===== src/rtl/gf_pow_engine_if.sv =====
// Operand/result handshake bundle for the GF(2^N) exponentiation engine.
// The master is the operand source and result consumer; the slave is the engine.
interface gf_pow_engine_if #(
    parameter int N     = 6,
    parameter int EXP_W = 6
);
    logic             in_valid;
    logic             in_ready;
    logic [N-1:0]     x;
    logic [EXP_W-1:0] e;
    logic             out_valid;
    logic             out_ready;
    logic [N-1:0]     y;

    modport master (
        output in_valid, x, e, out_ready,
        input  in_ready, out_valid, y
    );

    modport slave (
        input  in_valid, x, e, out_ready,
        output in_ready, out_valid, y
    );
endinterface


===== src/rtl/gf_pow_engine.sv =====
// Sequential y = x^e over GF(2^N), polynomial basis, MSB-first square-and-multiply.
// One exponent bit per cycle: EXP_W RUN cycles per operation, regardless of e.
module gf_pow_engine #(
    parameter int         N     = 6,
    parameter logic [N:0] POLY  = 7'b1000011,
    parameter int         EXP_W = 6
) (
    input logic           clk,
    input logic           rst,
    gf_pow_engine_if.slave bus
);
    localparam int CNT_W = (EXP_W > 1) ? $clog2(EXP_W) : 1;
    localparam logic [CNT_W-1:0] CNT_LAST = CNT_W'(EXP_W - 1);

    if (POLY[N] != 1'b1) begin : g_poly_check
        $error("gf_pow_engine: POLY[N] must be 1");
    end

    typedef enum logic [1:0] {IDLE, RUN, DONE} state_t;

    state_t           state, state_next;
    logic [N-1:0]     acc, base, y_r;
    logic [EXP_W-1:0] exp_r;
    logic [CNT_W-1:0] count;
    logic [N-1:0]     sq, acc_next;
    logic             in_ready_c, out_valid_c;

    // Shift-and-add product with the reduction folded into each shift step.
    function automatic logic [N-1:0] gf_mul(input logic [N-1:0] a, input logic [N-1:0] b);
        logic [N-1:0] r;
        r = '0;
        for (int i = N - 1; i >= 0; i--) begin
            r = r[N-1] ? ((r << 1) ^ POLY[N-1:0]) : (r << 1);
            if (b[i]) r = r ^ a;
        end
        return r;
    endfunction

    always_comb begin
        sq       = gf_mul(acc, acc);
        acc_next = exp_r[count] ? gf_mul(sq, base) : sq;
    end

    always_ff @(posedge clk) begin
        if (rst) state <= IDLE;
        else     state <= state_next;
    end

    always_comb begin
        state_next  = state;
        in_ready_c  = 1'b0;
        out_valid_c = 1'b0;
        case (state)
            IDLE: begin
                in_ready_c = 1'b1;
                if (bus.in_valid) state_next = RUN;
            end
            RUN: begin
                if (count == '0) state_next = DONE;
            end
            DONE: begin
                out_valid_c = 1'b1;
                if (bus.out_ready) state_next = IDLE;
            end
            default: state_next = IDLE;
        endcase
    end

    // Operand latch, iteration and result register
    always_ff @(posedge clk) begin
        if (rst) begin
            acc   <= '0;
            base  <= '0;
            exp_r <= '0;
            count <= '0;
            y_r   <= '0;
        end else begin
            case (state)
                IDLE: begin
                    if (bus.in_valid) begin
                        base  <= bus.x;
                        exp_r <= bus.e;
                        acc   <= N'(1);
                        count <= CNT_LAST;
                    end
                end
                RUN: begin
                    acc <= acc_next;
                    if (count == '0) y_r <= acc_next;
                    else             count <= count - CNT_W'(1);
                end
                default: ;
            endcase
        end
    end

    assign bus.in_ready  = in_ready_c;
    assign bus.out_valid = out_valid_c;
    assign bus.y         = y_r;
endmodule


===== src/flat_wrapper.sv =====
// flat-port wrapper written by rule: the top's interface ports become plain ports
module gf_pow_engine_flat 
#(
    parameter int         N     = 6,
    parameter logic [N:0] POLY  = 7'b1000011,
    parameter int         EXP_W = 6
)
  (clk, rst, bus_in_valid, bus_x, bus_e, bus_out_ready, bus_in_ready, bus_out_valid, bus_y);
  gf_pow_engine_if #(.N(N), .EXP_W(EXP_W)) bus_i ();
  input logic clk;
  input logic rst;
  input wire logic [$bits(bus_i.in_valid)-1:0] bus_in_valid;
  input wire logic [$bits(bus_i.x)-1:0] bus_x;
  input wire logic [$bits(bus_i.e)-1:0] bus_e;
  input wire logic [$bits(bus_i.out_ready)-1:0] bus_out_ready;
  output wire logic [$bits(bus_i.in_ready)-1:0] bus_in_ready;
  output wire logic [$bits(bus_i.out_valid)-1:0] bus_out_valid;
  output wire logic [$bits(bus_i.y)-1:0] bus_y;
  assign bus_i.in_valid = bus_in_valid;
  assign bus_i.x = bus_x;
  assign bus_i.e = bus_e;
  assign bus_i.out_ready = bus_out_ready;
  assign bus_in_ready = bus_i.in_ready;
  assign bus_out_valid = bus_i.out_valid;
  assign bus_y = bus_i.y;
  gf_pow_engine #(.N(N), .POLY(POLY), .EXP_W(EXP_W)) u_core (.clk(clk), .rst(rst), .bus(bus_i));
endmodule

===== config.mk =====
export PLATFORM = sky130hd
export DESIGN_NAME = gf_pow_engine_flat
export DESIGN_NICKNAME = d
export VERILOG_FILES = /design/src/rtl/gf_pow_engine_if.sv /design/src/rtl/gf_pow_engine.sv /design/src/flat_wrapper.sv
export SDC_FILE = /design/constraint.sdc
export NUM_CORES = 1
export LEC_CHECK = 0
export ABC_AREA = 1
export CAP_MARGIN = 30
export CORE_ASPECT_RATIO = 1.2
export CORE_MARGIN = 2
export CORE_UTILIZATION = 55
export DETAILED_ROUTE_END_ITERATION = 12
export GPL_ROUTABILITY_DRIVEN = 0
export PLACE_DENSITY = 0.84
export SYNTH_ARGS = -nofsm -noshare
export SYNTH_HDL_FRONTEND = slang
export SYNTH_SLANG_ARGS = --single-unit

===== constraint.sdc =====
create_clock -name clk -period 2.55 [get_ports clk]
set_clock_uncertainty 0.2 [all_clocks]
set_input_delay 0.51 -clock clk [delete_from_list [all_inputs] [get_ports clk]]
set_output_delay 0.51 -clock clk [all_outputs]
set_load 0.01 [all_outputs]

======== Word-level counts from Yosys, hierarchy flattened ========
Index checks and enable logic that the tools add are counted.
word-level totals
  memories kept ........................... 0
  latch bits .............................. 0
  flip-flop bits (word level) ............. 29
  memory bits (writable) .................. 0
  output and inout port bits .............. 8
  ROM bits ................................ 0
operators by class
  shift-type cells ........................ 0
  divide/modulo/power cells ............... 0
  mux-type cells .......................... 36
  $add $sub $neg .......................... 1
  equal/unequal tests ..................... 6
  reductions and logical operators ........ 8
  $mul .................................... 0
  order comparisons ....................... 1
  bitwise operators ....................... 20
operator list
  operator                                                                      number
  6-bit two-way mux                                                             14
  6-bit XOR                                                                     10
  2-bit two-way mux                                                             13
  2-bit inverter                                                                10
  6-bit one-hot mux with 2 select lines                                         1
  3-bit two-way mux                                                             2
  2-bit inequality test, second input constant                                  3
  2-bit one-hot mux with 3 select lines                                         1
  3-bit one-hot mux with 2 select lines                                         1
  2-bit AND reduction                                                           3
  3-bit AND reduction                                                           2
  3-bit by 4-bit less-than comparator with 1-bit output, second input constant  1
  1-bit binary-select mux with 3-bit select                                     1
  3-bit zero test                                                               1
  1-bit two-way mux                                                             3
  3-bit by 1-bit subtractor with 3-bit output, second input constant            1
  2-bit by 1-bit == test with 1-bit output, second input constant               1
  2-bit == test, second input constant                                          1
  2-bit zero test                                                               1
  2-bit by 1-bit inequality test with 1-bit output, second input constant       1
  2-bit nonzero test                                                            1

======== Logic depth before layout (Yosys ltp) ========
Gate-level depths: netlist of the first run.
  word-level depth ........................ 44
  mapped depth ............................ 20

======== Worst setup path before layout of the first run ========
No wires, ideal clock.
  path kind ............................... flip-flop to flip-flop
  from .................................... register u_core.acc[0]
  to ...................................... register u_core.y_r[2] (netlist: u_core.bus.y[2])
  required time ........................... 2.237 ns
  slack ................................... 0.368 ns
  cell stages (with the launch flop) ...... 21
  arrival ................................. 1.869 ns
  setup time .............................. 0.113 ns
  path buffers ............................ 0
  path through ............................ dfxtp_1 -> inv_1 -> ha_1 -> inv_1 -> nand2_2 -> nand2_1 -> nand3_2 -> nand2_2 -> inv_2 -> nor2_2 -> inv_1 -> nand3_2 -> nand2_2 -> nand2_1 -> nand2_1 -> nand2_1 -> nand3_1 -> nand2_1 -> nand2_1 -> o21ai_1 -> inv_1
on the way
  longest elaborated chain between the ends .. 26
  elaborated cells on any way between the ends .. 36
  classes of those cells .................. 20 x mux; 16 x bitwise
RTL lines
  what                             RTL line             RTL
  start, declared                  gf_pow_engine.sv:22  logic [N-1:0] acc, base, y_r;
  start signal, assigned           gf_pow_engine.sv:88  acc <= acc_next;
  6-bit XOR                        gf_pow_engine.sv:34  if (b[i]) r = r ^ a;
  6-bit two-way mux                gf_pow_engine.sv:34
  2-bit inverter (no source line)  n/a
  2-bit two-way mux                gf_pow_engine.sv:33  r = r[N-1] ? ((r << 1) ^ POLY[N-1:0]) : (r << 1);
  6-bit XOR                        gf_pow_engine.sv:34
  6-bit two-way mux                gf_pow_engine.sv:34
  6-bit XOR                        gf_pow_engine.sv:34
  6-bit two-way mux                gf_pow_engine.sv:34
  [10 not listed]                  n/a
  6-bit two-way mux                gf_pow_engine.sv:34
  2-bit inverter (no source line)  n/a
  2-bit two-way mux                gf_pow_engine.sv:33
  6-bit XOR                        gf_pow_engine.sv:34
  6-bit two-way mux                gf_pow_engine.sv:34
  6-bit XOR                        gf_pow_engine.sv:34
  6-bit two-way mux                gf_pow_engine.sv:34
  6-bit two-way mux (*)            gf_pow_engine.sv:41  acc_next = exp_r[count] ? gf_mul(sq, base) : sq;
  end signal, assigned             gf_pow_engine.sv:89  if (count == '0) y_r <= acc_next;
  end, declared                    gf_pow_engine.sv:22
Every way passes the cells marked *; elsewhere a longest branch is shown, timed or not.
A chain may end at the register's enable or synchronous reset.

======== Final worst setup path of the first run ========
  from .................................... register u_core.acc[4]
  to ...................................... register u_core.acc[4]
on the way
  longest elaborated chain between the ends .. 26
  elaborated cells on any way between the ends .. 35
  classes of those cells .................. 20 x mux; 15 x bitwise
RTL lines
  what                                       RTL line             RTL
  6-bit two-way mux                          gf_pow_engine.sv:34
  6-bit XOR                                  gf_pow_engine.sv:34
  6-bit two-way mux                          gf_pow_engine.sv:34
  2-bit two-way mux                          gf_pow_engine.sv:33
  6-bit XOR                                  gf_pow_engine.sv:34
  6-bit two-way mux                          gf_pow_engine.sv:34
  6-bit XOR                                  gf_pow_engine.sv:34
  6-bit two-way mux                          gf_pow_engine.sv:34
  [10 not listed]                            n/a
  6-bit XOR                                  gf_pow_engine.sv:34
  6-bit two-way mux                          gf_pow_engine.sv:34
  6-bit XOR                                  gf_pow_engine.sv:34
  6-bit two-way mux                          gf_pow_engine.sv:34
  6-bit XOR                                  gf_pow_engine.sv:34
  6-bit two-way mux                          gf_pow_engine.sv:34
  6-bit two-way mux (*)                      gf_pow_engine.sv:41
  6-bit one-hot mux with 2 select lines (*)  gf_pow_engine.sv:78  case (state)
Marks and branches as above.

==> flow_summary.toml, run 1 <==
[outcome]
status = "finished clean"

[logic_synthesis]
synth_top_area_share_pct = 30.0
synthCells = 308
synth.cell_area_um2 = 1940
synth_cell_types = 29
yosys_warnings = 0
synth_seq_area_share_pct = 30.0
synth.net_count = 327
synth.most_common_cell = "nand2_1"
synth-seq-cells = 29
synth-async-reset-ratio_pct = 0
ys_top_cells_by_area = "dfxtp_1, nand2_1, inv_1"
ys_top_cells_by_count = "nand2_1, inv_1, nor2_1"
post-synth-top-area-cell = "dfxtp_1"
yosys_most_used_dff = "dfxtp_1"
avgSynthCellArea_um2 = 6.29
synth_edf_count = 0

[detailed_routing]
dr.pass1.iters = 4
ant_nets = 0
drtIter0Drc = 91
vias_per_cell = 5.36
finalWirelength_um = 4740
wl_per_cell_um = 12.6
vias = 2021
drc_errors = 0

[setup_path]
critPathTopFamily = "XOR/XNOR gates"
cp_max_fo = 9
crit_chain = "inv_1, nand2_1, nand2_4, buf_4, nor2_1, xor2_1, xnor2_1, xnor3_1, nand3_1, nand3_1, a21oi_1"
critPathLaunchType = "flop"
critPathKind = "flop to flop"
crit_buf_inv = 2
cp-end-kind = "flop"
crit_path_frequent_cell = "nand3_1"
crit_required_ps = 2570
cp_slowest_cell = "dfxtp_1"
crit_arrival_ps = 2310
slowest_delay_ps = 490

[timing]
finalHoldViolCount = 0
finalSetupViolCount = 0
max_freq_mhz = 436
min_period_over_period_pct = 89.9
hold-worst-slack_ps = 254
drv_slew = 0
relSlewSlack_pct = 68.7
rsz0062_at_grt = "false"
tightestPinTransition_ps = 469
setup_tns_ps = 0
fin_crit_ps = 2290

[power_and_ir_drop]
vdd_drop_max_uv = 503
power_density_nw_per_um2 = 510
clockPowerShare_pct = 29.5
p_int_uw = 809
sw_frac_of_total_pct = 32.9
combPwrFrac_pct = 26.2
p_seq_share_pct = 44.2
p_leak_nw = 1.02
p_sw_uw = 397

[cells_and_area]
final_cell_area_um2 = 2370
drive_gt1_share_pct = 12.9
antenna_cells = 0
nets = 358
syn_to_final_growth_pct = 22.2
fin_util_pct = 70.3

[global_route]
gr-total-overflow = 0
antenna_found_initial = 0
grt_pass1_vias = 1962
grtUsageTotal_pct = 26.0
grt_max_degree = 19
grt_pass1_wl_um = 8200

[cts]
clk_transition_reported_paths_ps = 60
cts_max_level = 2
cts_made_buffers = 5
cts.sinks = 29
cts-root-buf = "clkbuf_8"
cts-hold-fix-buffers = 0
cts_buffer_depth = 2
tritoncts = "done"
clock_latency_ps = 280

[floorplanning]
die_w_um = 58.2
fp.dieH_um = 69.0
start_util_pct = 57.5
core_um2 = 3370
io_pins = 24
rows = 23
die-area_um2 = 4010

[placement]
hpwl_um = 3530
port_buffers = 23
dpl_cell_area_um2 = 2240

[job]
max_cap_viol_count = 0

[hold_path]
hold_path.class = "flop to flop"
[per-layer routing]
metal | routed length, µm | up-vias | share of wire (%) | GRT usage [%]
li1 | - | 1044 | - | -
met1 | 2020 | 934 | 43 | 29.8
met2 | 2470 | 34 | 52 | 46.2
met3 | 150 | 9 | 3.2 | 4.50
met4 | 99 | 0 | 2.1 | 10.3
met5 | 0 | - | 0 | 0
[cell usage in the layout (no fill, tap or decap), types with 6 or more instances in the layout]
master            n
clkdlybuf4s50_1  23
xor2_1            6
nand2_2           8
nand3_1          21
inv_1            38
buf_4             8
dfxtp_1          28
o21ai_0          20
nand2_1          76
nand4_1           7
nor2_1           35
a21oi_1          22
[timing repair]
| action | CTS | global route |
|---|---|---|
| endpoints found under the setup margin | 0 | 7 |
| gates resized for setup | 0 | 11 |
| buffers inserted | 0 | 0 |
[cells by family after synthesis]
logic type	synth area share (%)
xor+xnor	6.14
flops	30.0
simple gates	37.0
compound gates	14.9
fa+ha+maj	1.94
buf+inv	10.0
[power by group through the flow]
stage	logic, mW	registers, mW	clock network (mW)
3_3_place_gp	0.298	0.541	0
3_5_place_dp	0.306	0.541	0
6_report	0.316	0.534	0.357
4_1_cts	0.309	0.532	0.363
2_1_floorplan	0.196	0.538	0
5_1_grt	0.359	0.539	0.391
[worst paths after layout]
| check | startpoint | to | slack, ps | cells past startpoint |
|---|---|---|---|---|
| min | u_core.exp_r[4] | u_core.exp_r[4] | 250 | 2 |
| max | u_core.acc[4] | u_core.acc[4] | 260 | 11 |
| min reg2reg | u_core.exp_r[4] | u_core.exp_r[4] | 250 | 2 |
| max reg2reg | u_core.acc[4] | u_core.acc[4] | 260 | 11 |
[worst min-delay path: cells and delay by family, from the launching register on]
| family | cells | cell delay, ps |
|---|---|---|
| AOI/OAI and AO/OA | 1 | 50 |
| buffers and inverters | 1 | 50 |
| DFF | 1 | 310 |
[layout make-up]
cell class / count / area [µm²]
Clock buffer: 6 / 72.6
Clock inverter: 2 / 10.0
Fill cell: 289 / 1000
Inverter: 42 / 158
Multi-Input combinational cell: 230 / 1210
Sequential cell: 29 / 582
Tap cell: 37 / 46.3
Timing Repair Buffer: 31 / 290
[stage by stage]
stage                     power, mW  worst slack (ps)  instances
after global routing           1.29              17.4        377
after floorplan               0.735               368        308
after CTS                      1.20               207        377
after global placement        0.839               287        369
final                          1.21               258        377
after detailed placement      0.848               233        369
[sequential cells by signal, indices dropped and copies added, names as in the netlist]
name / flops
u_core.exp_r: 6
u_core.base: 6
u_core.acc: 6
u_core.state: 2
u_core.count: 3
u_core.bus.y: 6
Note: power is estimated with default switching activity, not from simulation.
==> run 2: changes to the inputs <==
--- a/config.mk
+++ b/config.mk
@@ -6,13 +6,14 @@
 export NUM_CORES = 1
 export LEC_CHECK = 0
 export ABC_AREA = 1
+export ABC_CLOCK_PERIOD_IN_PS = 2700
 export CAP_MARGIN = 30
 export CORE_ASPECT_RATIO = 1.2
 export CORE_MARGIN = 2
-export CORE_UTILIZATION = 55
+export CORE_UTILIZATION = 60
 export DETAILED_ROUTE_END_ITERATION = 12
 export GPL_ROUTABILITY_DRIVEN = 0
-export PLACE_DENSITY = 0.84
+export PLACE_DENSITY = 0.9
 export SYNTH_ARGS = -nofsm -noshare
 export SYNTH_HDL_FRONTEND = slang
 export SYNTH_SLANG_ARGS = --single-unit
==> constraint.sdc (replaced) <==
create_clock -name clk -period 2.7 [get_ports clk]
set_clock_uncertainty 0.2 [all_clocks]
set_input_delay 0.54 -clock clk [delete_from_list [all_inputs] [get_ports clk]]
set_output_delay 0.54 -clock clk [all_outputs]
set_load 0.01 [all_outputs]
==> run 2 against run 1 <==
  * Via count is 2.7% higher
  * Largest cell class unchanged
  * Critical endpoint is now u_core.bus.y[2]
  * Sequential power is 5.1% lower
  * Clock power is 13% lower
  * Sequential cell count stayed put
  * Non-clock buffer count is 2 lower
  * Highest routed layer unchanged
  * Die area is 7.8% lower
  * Sequential share of layout area is 0.86 points higher
  * Combinational power is 9.2% lower
  * Cell count is 0.80% lower
  * First-iteration DRC count is 6.6% higher
==> flow_summary.toml, run 2 (synthesis results as in run 1) <==
[outcome]
status = "finished clean"

[detailed_routing]
finalWirelength_um = 4800
dr.pass1.iters = 4
wl_per_cell_um = 12.8
vias = 2076
vias_per_cell = 5.55
drc_errors = 0
ant_nets = 0
drtIter0Drc = 97

[cts]
cts-root-buf = "clkbuf_4"
clock_latency_ps = 330
cts.sinks = 29
clk_transition_reported_paths_ps = 100
cts-hold-fix-buffers = 0
cts_max_level = 2
tritoncts = "done"
cts_made_buffers = 5
cts_buffer_depth = 2

[power_and_ir_drop]
power_density_nw_per_um2 = 481
vdd_drop_max_uv = 459
p_leak_nw = 1.00

[floorplanning]
start_util_pct = 62.8
die_w_um = 55.9
fp.dieH_um = 66.2
die-area_um2 = 3700
core_um2 = 3080
io_pins = 24
rows = 22

[timing]
setup_tns_ps = 0
finalHoldViolCount = 0
max_freq_mhz = 411
hold-worst-slack_ps = 264
rsz0062_at_grt = "false"
layout_setup_ws_ps = 269
drv_slew = 0
fin_crit_ps = 2430
tightestPinTransition_ps = 475
min_period_over_period_pct = 90.0
relSlewSlack_pct = 68.3
finalSetupViolCount = 0

[global_route]
grt_pass1_wl_um = 8070
gr-total-overflow = 0
grt_max_degree = 19
grt_pass1_vias = 1964
antenna_found_initial = 0
grtUsageTotal_pct = 28.1

[cells_and_area]
syn_to_final_growth_pct = 18.6
final_common_cell = "nand2_1"
drive_gt1_share_pct = 10.4
nets = 356
final_cell_mix = "nand2_1, inv_1, nor2_1"
antenna_cells = 0

[placement]
port_buffers = 23
preCtsSetupSlack_ps = 244
hpwl_um = 3600

[setup_path]
crit_required_ps = 2740
critPathKind = "flop to flop"
crit_arrival_ps = 2470
cp-end-kind = "flop"
critPathLaunchType = "flop"
cp_max_fo = 7

[hold_path]
hold_path.class = "flop to flop"

[job]
max_cap_viol_count = 0
==> run 2: critical path, stage by stage (launching register included) <==
cell and delay [ps]:
dfxtp_4 380, inv_1 60, ha_1 310, inv_1 70
nand2_2 40, nand2_1 80, nand3_2 70, a21oi_1 140
nand2_1 80, nand2_1 120, xor2_1 210, inv_1 70
nand3_1 90, nand3_1 70, nand2_1 80, nand2_1 80
o21ai_1 120, inv_1 50
==> run 2: power breakdown <==
part           internal [mW]  switching (mW)  leakage [nW]  total, mW
registers              0.470          0.0370         0.239      0.507
clock network          0.151           0.159        0.0413      0.310
logic                  0.111           0.176         0.724      0.287
==> run 2: final timing paths <==
check                                     start              end  slack, ps  cells past startpoint
worst max-delay path              u_core.acc[0]  u_core.bus.y[2]        270                     17
worst min-delay path            u_core.exp_r[4]  u_core.exp_r[4]        260                      2
worst max register to register    u_core.acc[0]  u_core.bus.y[2]        270                     17
worst min register to register  u_core.exp_r[4]  u_core.exp_r[4]        260                      2
==> run 2: layout make-up <==
class	instances	area (µm²)
multi-input cells	230	1160
fillers	249	786
flip-flops and latches	29	584
repair buffers	29	275
inverters	42	158
clock buffers	7	65.1
well taps	36	45.0
clock inverters	1	5.00
==> run 2: repair_timing <==
item | in CTS | in global routing
setup buffers | 0 | 1
gates resized for setup | 0 | 3
setup endpoints to repair | 0 | 8
==> run 2: stage by stage <==
step	power (mW)	std cells	utilization (%)	area (µm²)
2_1_floorplan	0.694	308	-	1940
3_3_place_gp	0.784	365	71.8	2210
3_5_place_dp	0.796	365	71.8	2210
4_1_cts	1.10	373	74.1	2280
5_1_grt	1.16	374	74.5	2300
6_report	1.10	374	74.5	2300
==> run 2: per-layer routing <==
metal	part of all wire [%]	GRT usage [%]
met1	38	28.8
met2	52	51.5
met3	6.6	6.46
met4	3.9	17.6
met5	0	0
==> run 3: changes to the inputs <==
--- a/config.mk
+++ b/config.mk
@@ -5,15 +5,13 @@
 export SDC_FILE = /design/constraint.sdc
 export NUM_CORES = 1
 export LEC_CHECK = 0
-export ABC_AREA = 1
-export ABC_CLOCK_PERIOD_IN_PS = 2700
 export CAP_MARGIN = 30
 export CORE_ASPECT_RATIO = 1.2
 export CORE_MARGIN = 2
-export CORE_UTILIZATION = 60
+export CORE_UTILIZATION = 61
 export DETAILED_ROUTE_END_ITERATION = 12
 export GPL_ROUTABILITY_DRIVEN = 0
-export PLACE_DENSITY = 0.9
+export PLACE_DENSITY = 0.91
 export SYNTH_ARGS = -nofsm -noshare
 export SYNTH_HDL_FRONTEND = slang
 export SYNTH_SLANG_ARGS = --single-unit
==> run 3 against run 2 <==
  * Sequential power barely moved
  * Total power rose by 30%
  * Routed wire length rose by 26%
  * Core utilization rose by 5.1 points
  * Synthesized cell count fell by 14%
  * Die area rose by 7.2%
  * Global-route usage rose by 0.42 points
  * Register-to-register slack got worse by 230 ps
  * Critical endpoint is now u_core.acc[0]
  * Highest routed layer unchanged
==> flow_summary.toml, run 3 <==
[detailed_routing]
vias_per_cell = 6.45
finalWirelength_um = 6020
vias = 2136
drtIter0Drc = 192
ant_nets = 0
dr.pass1.iters = 5
wl_per_cell_um = 18.2
drc_errors = 0

[cts]
clk_transition_reported_paths_ps = 60
clock_latency_ps = 290
cts-root-buf = "clkbuf_8"
tritoncts = "done"
cts.sinks = 29
cts_max_level = 2
cts_buffer_depth = 2
cts-hold-fix-buffers = 0
cts_made_buffers = 5

[global_route]
grt_pass1_vias = 1908
grt_max_degree = 19
gr-total-overflow = 0
grtUsageTotal_pct = 28.5
grt_pass1_wl_um = 8580
antenna_found_initial = 0

[setup_path]
cp_max_fo = 4
critPathCapture = "u_core.acc[0]"
critical_path.startpoint = "u_core.acc[0]"
crit_arrival_ps = 2630
critPathKind = "flop to flop"
rr_endpoint = "u_core.acc[0]"
r2r_cells = 10
crit_required_ps = 2670
r2r_setup_slack_ps = 40
critPathLaunchType = "flop"
r2r-start = "u_core.acc[0]"
cp-end-kind = "flop"

[logic_synthesis]
synth-async-reset-ratio_pct = 0
synth.most_common_cell = "nand2_1"
yosys_most_used_dff = "dfxtp_1"
synth_cell_types = 45
synth-seq-cells = 29
avgSynthCellArea_um2 = 8.04
ys_top_cells_by_count = "nand2_1, a21oi_1, dfxtp_1"
synth.net_count = 283
synthCells = 264
yosys_warnings = 0
synth.cell_area_um2 = 2120
ys_top_cells_by_area = "dfxtp_1, a21oi_1, nand2_1"
post-synth-top-area-cell = "dfxtp_1"
synth_top_area_share_pct = 27.4
synth_seq_area_share_pct = 27.4
synth_edf_count = 0

[floorplanning]
io_pins = 24
fp.dieH_um = 68.6
die-area_um2 = 3970
start_util_pct = 63.6
rows = 23
die_w_um = 57.8
core_um2 = 3340

[timing]
drv_slew = 0
relSlewSlack_pct = 58.8
tightestPinTransition_ps = 617
max_freq_mhz = 376
min_period_over_period_pct = 98.6
fin_crit_ps = 2660
finalHoldViolCount = 0
finalSetupViolCount = 0

[cells_and_area]
fillers = 179
final_common_cell = "nand2_1"
syn_to_final_growth_pct = 25.3
final_cell_mix = "nand2_1, a21oi_1, dfxtp_1"
nets = 312
antenna_cells = 0
fin_util_pct = 79.6
final_cell_area_um2 = 2660
drive_gt1_share_pct = 18.7

[power_and_ir_drop]
p_leak_nw = 1.04
vdd_drop_max_uv = 473
power_density_nw_per_um2 = 539

[job]
max_cap_viol_count = 0

[placement]
hpwl_um = 3780
dpl_cell_area_um2 = 2450
port_buffers = 23

[hold_path]
hold_path.class = "flop to flop"

[outcome]
status = "finished clean"
## run 3: worst max-delay path, cell delays in order (launching register included)
cell,delay [ps]
dfxtp_2,330
inv_2,50
ha_4,150
and3b_4,310
or2_1,180
nand2_2,80
xnor3_1,410
xor2_2,240
and3_1,210
a211oi_2,60
a211oi_1,330
## run 3: timing repair
item / 4_1_cts / 5_1_grt
setup endpoints to repair: 2 / 9
pin swaps: 2 / 2
setup buffers: 1 / 0
resized for setup: 4 / 11
endpoints found under the hold margin: 0 / 0
## run 3: logic make-up (layout without fill, tap and decap cells)
family                     Yosys count  in the layout  synth area share (%)
AOI/OAI and AO/OA                   68             68                  20.2
xor gates and xnor gates            22             22                  14.0
adders and majority gates            3              3                  1.77
buffers and inverters               23             53                  4.72
DFF                                 29             29                  27.4
muxes                               17             17                  9.20
and+or+nand+nor                    102            102                  22.8
## run 3: layer usage
metal | vias to the layer above | part of all wire (%) | global-route usage [%]
met5 | - | 0 | 0
met4 | 0 | 6.8 | 14.0
met3 | 44 | 8.5 | 4.29
met2 | 146 | 49 | 52.7
met1 | 984 | 36 | 31.9
li1 | 962 | - | -
## run 3: report_power, final
group          internal [mW]  total (mW)  switching [mW]
Combinational          0.216       0.456           0.240
Clock                  0.300       0.468           0.168
Sequential             0.464       0.508          0.0440
## run 3: cell type report
class	instances	area, µm²	share of cell area, %
timing repair buffer	41	365	13.7
tap	37	46.3	1.74
inverter	4	15.0	0.565
multi-input combinational	212	1530	57.6
sequential	29	584	22.0
clock buffer	7	86.3	3.25
clock inverter	1	30.0	1.13
## run 3: per-stage QoR
stage / setup TNS, ps / worst slack [ps] / power [mW] / std cells / hold slack [ps]
2_1_floorplan: 0 / 32.0 / 0.780 / 264 / 233
3_3_place_gp: 0 / 69.1 / 0.889 / 322 / 241
3_5_place_dp: 0 / 2.09 / 0.907 / 322 / 255
4_1_cts: 0 / 0.575 / 1.38 / 331 / 266
5_1_grt: -75.4 / -57.8 / 1.48 / 331 / 305
6_report: 0 / 37.5 / 1.43 / 331 / 266
## run 3: how the worst min path moves through the flow
stage	start	depth (start not counted)	endpoint
2_1_floorplan	u_core.exp_r[4]	2	u_core.exp_r[4]
3_3_place_gp	u_core.exp_r[5]	2	u_core.exp_r[5]
3_5_place_dp	u_core.exp_r[2]	2	u_core.exp_r[2]
4_1_cts	u_core.exp_r[0]	2	u_core.exp_r[0]
5_1_grt	u_core.exp_r[3]	2	u_core.exp_r[3]
6_report	u_core.exp_r[4]	2	u_core.exp_r[4]
